`config.mk`:
```
export PLATFORM = sky130hd
export DESIGN_NAME = serial_adder_ctrl
export DESIGN_NICKNAME = d
export VERILOG_FILES = /design/src/rtl/serial_adder_pkg.sv /design/src/rtl/serial_adder_ctrl_full_adder.sv /design/src/rtl/serial_adder_ctrl.sv
export SDC_FILE = /design/constraint.sdc
export NUM_CORES = 1
export LEC_CHECK = 0
export BUFFER_PORTS_ARGS = -buffer_cell sky130_fd_sc_hd__buf_2
export CAP_MARGIN = 25
export CORE_AREA = 2 2 68 70
export CTS_BUF_LIST = sky130_fd_sc_hd__clkbuf_2 sky130_fd_sc_hd__clkbuf_4 sky130_fd_sc_hd__clkbuf_8
export DETAILED_ROUTE_END_ITERATION = 8
export DIE_AREA = 0 0 70 72
export GPL_ROUTABILITY_DRIVEN = 0
export PLACE_DENSITY = 0.62
export SYNTH_ARGS = -nofsm -noshare
export SYNTH_HDL_FRONTEND = slang
export SYNTH_SLANG_ARGS = --single-unit
```
`constraint.sdc`:
```
create_clock -name clk -period 1.6 [get_ports clk]
set_input_delay 0.08 -clock clk [delete_from_list [all_inputs] [get_ports clk]]
set_output_delay 0.08 -clock clk [all_outputs]
set_load 0.01 [all_outputs]
```
`src/rtl/serial_adder_pkg.sv`:
```
// serial_adder_pkg: shared FSM state type and counter sizing for the serial adder
package serial_adder_pkg;
  typedef enum logic [1:0] {IDLE, SHIFT, DONE} sa_state_t;
  function automatic int cnt_width(input int w);
    return (w > 1) ? $clog2(w) : 1;
  endfunction
endpackage

```
`src/rtl/serial_adder_ctrl_full_adder.sv`:
```
// FullAdder: existing single-bit full adder cell
module FullAdder (
  input  logic a,
  input  logic b,
  input  logic cin,
  output logic s,
  output logic cout
);
  assign s = a ^ b ^ cin;
  assign cout = (a & b) | (cin & (a ^ b));
endmodule

```
`src/rtl/serial_adder_ctrl.sv`:
```
// serial_adder_ctrl: bit-serial WIDTH-bit adder driving one FullAdder LSB first
module serial_adder_ctrl
  import serial_adder_pkg::*;
#(
  parameter int WIDTH = 8
) (
  input  logic             clk,
  input  logic             rst_n,
  input  logic             start,
  input  logic [WIDTH-1:0] a,
  input  logic [WIDTH-1:0] b,
  input  logic             cin,
  output logic             busy,
  output logic             done,
  output logic [WIDTH-1:0] sum,
  output logic             cout
);
  localparam int CW = cnt_width(WIDTH);
  sa_state_t state;
  logic [WIDTH-1:0] a_sr, b_sr;
  logic [CW-1:0] cnt;
  logic carry, fa_s, fa_cout, last;
  FullAdder u_fa (
    .a(a_sr[0]),
    .b(b_sr[0]),
    .cin(carry),
    .s(fa_s),
    .cout(fa_cout)
  );
  assign last = cnt == CW'(WIDTH - 1);
  assign busy = state != IDLE;
  assign done = state == DONE;
  // accept operands in IDLE, add one bit per edge in SHIFT, pulse done for a cycle
  always_ff @(posedge clk or negedge rst_n) begin
    if (!rst_n) begin
      state <= IDLE;
      a_sr <= '0;
      b_sr <= '0;
      carry <= 1'b0;
      cnt <= '0;
      sum <= '0;
      cout <= 1'b0;
    end else if (state == IDLE && start) begin
      state <= SHIFT;
      a_sr <= a;
      b_sr <= b;
      carry <= cin;
      cnt <= '0;
      sum <= '0;
    end else if (state == SHIFT) begin
      sum <= WIDTH'({fa_s, sum} >> 1);
      a_sr <= a_sr >> 1;
      b_sr <= b_sr >> 1;
      carry <= fa_cout;
      cnt <= cnt + CW'(1);
      if (last) begin
        state <= DONE;
        cout <= fa_cout;
      end
    end else if (state == DONE) begin
      state <= IDLE;
    end
  end
endmodule

```
==> impl_results.md <==
- GR Overflow Total: 0
- Total track usage: roughly an eighth
- Worst reg-to-reg setup slack: about 0.27 ns
- Yosys top cell area share: 52.5%
- First-pass GRT wire length: roughly 5.1 mm
- DP Wirelength: between 2 and 2.5 mm
- Synth area leader: dfrtp_1
- Final TNS setup: 0 ns
- Worst EP arrival: around 1.4 ns
- Yosys synthesis warning count: 0
- Synth top cells by count: 31 x dfrtp_1, 11 x inv_1, 9 x a22o_1, 9 x nor3b_1
- Layout cells sized above 1: between 30 and 40%
- Dpl ws: a little over 0.04 ns
- Clock Latency Late Sink: 0.28 ns
- Post-route ant nets: 0
- Combinational family with the most area after synthesis: compound AO/OA/AOI/OAI gates
- Critical R2R Launch: state[0]$_DFFE_PN0P_
- Vias in the first global route: ~1100
- Post-route setup slack: 0.143 ns
- FF+latch area: roughly 800 um^2
- Slew Limit Fails: 0
- Largest net degree at the start of global routing: 32
- Layout Skew: about 0.0046 ns
- Clock sinks: 31
- WL final: just under 3 mm
- Post-Synthesis Cells: roughly 120
- Clk slew on worst S/H paths: 0.06 ns
- Distinct cells, synth: 26
- Final Net Count: 173
- Crit Path Max Fanout: 20
- FP Rows: 24
- Hold crit path type: primary input to flop
- Slowest stage delay, CP: about 0.5 ns
- Finished Core Util: roughly two fifths
- #FFs+latches synth: 31
- Maximum clock path buffer count: 2
- Synthesized area per cell: around 12 um^2
- Post-synthesis sequential area ratio: a little over half
- Worst rel slew slack: roughly 55%
- LEAKAGE: 0.803 nW
- Placed cell count: about 190
- Critical Path Start: state[0]$_DFFE_PN0P_
- Worst vdd ir: 0.777 mV
- Synth Area in Adders: between 3 and 4%
- Reg2Reg Capture Point: carry$_DFFE_PN0P_
- Post-Synth Simple-Gate Area: roughly 17%
- Cell count of the worst hold path: 2
- Most frequent cell after synthesis: dfrtp_1
- Hold Fails Final Rpt: 0
- Antenna cells: 0
- Total CTS buffers: 5
- Final worst-path cycle share: ~90%
- Die Wd: ~70 um
- Synth area leaders: dfrtp_1 53%, a22o_1 5.3%, nor4b_1 4.7%, nor3b_1 4.6%, o221a_2 4.6%
- Post-CTS Setup Bufs: 0
- EDFF count, synth: 0
- Required @ worst endpoint: 1.52 ns
- Slowest-stage cell, CP: dfrtp_1
- Post-Synth XOR/XNOR Area: 0%
- Top_reg_cell synth: dfrtp_1
- Die H: about 70 um
- CP Launch Type: flop
- Vias/cell: about 5.2
- CP endpoint kind: primary output
- Die Area: roughly 5000 um^2
- Core ar.: between 4000 and 5000 um^2
- CTS tree: yes
- # IOs: 31
- H-tree Lvls: 2
- DRT iter0 DRCs: 42
- Maxcap violations: 0
- Root Buffer Master: clkbuf_8
- Cell Area, Synth: around 1500 um^2
- Power Dens Cells: ~2000 nW/um^2
- Starting density of the core: 34.6%
- Vias: about 1000
- Fillers: 414
- Syn nets: ~140
- Peak Freq: between 600 and 700 MHz
- Area grow syn2layout: 18.6%
- Critical Path End: busy
- DR WL/cell: ~15 um
- Fin crit period: 1.46 ns
- Pre-antenna DRT Iters: 5
- Compound-Gate Fraction of Synth Area: a little under a fifth
- RSZ-0062 raised after global routing: no
- Worst slew pin tran: 0.671 ns
- Number of port buffers: 30
- Setup Crit Path Kind: flop to primary output
- Initial antenna violation count: 0
- DRC Markers: 0
- Status: finished clean
- Final setup violation count: 0
- Multiplexer area fraction after synthesis: under 10%
- Area of the multi-input gates: slightly below 600 um^2
- Critical-path cell list: buf_4 > nor2_2 > inv_1 > buf_2
- FFs w/ async S/R, synth: 100%
- Non-Filler Instances: 202
- Worst reg2reg path depth: 2
-- cells by family after synthesis --
group,count (synthesis)
AOI/OAI and AO/OA,31
adders and majority gates,3
buffers and inverters,23
DFF,31
muxes,2
and+or+nand+nor,31
-- worst max-delay path, delay by kind of cell (launching register included) --
family / cells / cell delay, ns
flops: 1 / 0.50
simple gates: 1 / 0.15
buf+inv: 3 / 0.44
-- cells in the final DEF (no fill, tap or decap), drive strengths merged --
cell and n:
buf 33, dfrtp 31, inv 11, nor3b 9
a22o 9, nor4b 8, a211oi 8, or4b 6
o221a 6, clkbuf 6, nor2b 4, mux2i 2
o21a 2, ha 2, nor2 1, nand3b 1
nor4bb 1, a211o 1, o21bai 1, a32o 1
a222oi 1, nand2b 1, o21ba 1, o2bb2ai 1
fa 1, clkinv 1, dlygate4sd3 1
-- layout make-up --
cell class                      instances  area share [%]
Clock buffer                            6            4.72
Clock inverter                          1           0.286
Inverter                               11            2.36
Multi-Input combinational cell         67            34.1
Sequential cell                        31            44.4
Tap cell                               52            3.72
Timing Repair Buffer                   34            10.4
-- layer usage --
layer,vias up,part of all wire [%],global-route usage [%]
li1,514,-,-
met1,506,46,16.2
met2,22,48,20.6
met3,6,3.7,3.75
met4,0,1.8,5.77
met5,-,0,0
-- flip-flops by register name, summed over array words and instances, names as in the netlist --
register / count
carry: 1
state: 2
cout: 1
cnt: 3
sum: 8
b_sr: 8
a_sr: 8
-- worst min-delay path by stage --
| stage | slack (ns) | to | from |
|---|---|---|---|
| 3_5_place_dp | 0.17 | b_sr[2]$_DFFE_PN0P_ | rst_n |
| 2_1_floorplan | -0.22 | a_sr[0]$_DFFE_PN0P_ | rst_n |
| 5_1_grt | 0.06 | b_sr[7]$_DFFE_PN0P_ | b[7] |
| 6_report | 0.06 | b_sr[7]$_DFFE_PN0P_ | b[7] |
| 3_3_place_gp | 0.16 | b_sr[2]$_DFFE_PN0P_ | rst_n |
| 4_1_cts | 0.05 | b_sr[7]$_DFFE_PN0P_ | b[7] |
-- what timing repair did --
action,4_1_cts,5_1_grt
resized for setup,0,3
hold endpoints to repair,31,0
hold buffers,1,0
setup endpoints to repair,0,11
-- power breakdown --
part	total [mW]	internal, mW	leakage, nW	switching [mW]
Clock	0.608	0.337	0.0470	0.272
Combinational	1.45	0.725	0.391	0.729
Sequential	1.43	1.15	0.366	0.279
-- metrics by stage --
stage	instance area [um^2]	power (mW)	hold slack, ns
floorplan	1480	2.54	-0.216
global placement	1650	2.83	0.156
detailed placement	1650	2.90	0.165
CTS	1740	3.52	0.0486
global route	1750	3.79	0.0606
finish	1750	3.49	0.0625
No activity file was read; power rests on OpenSTA's default activity.
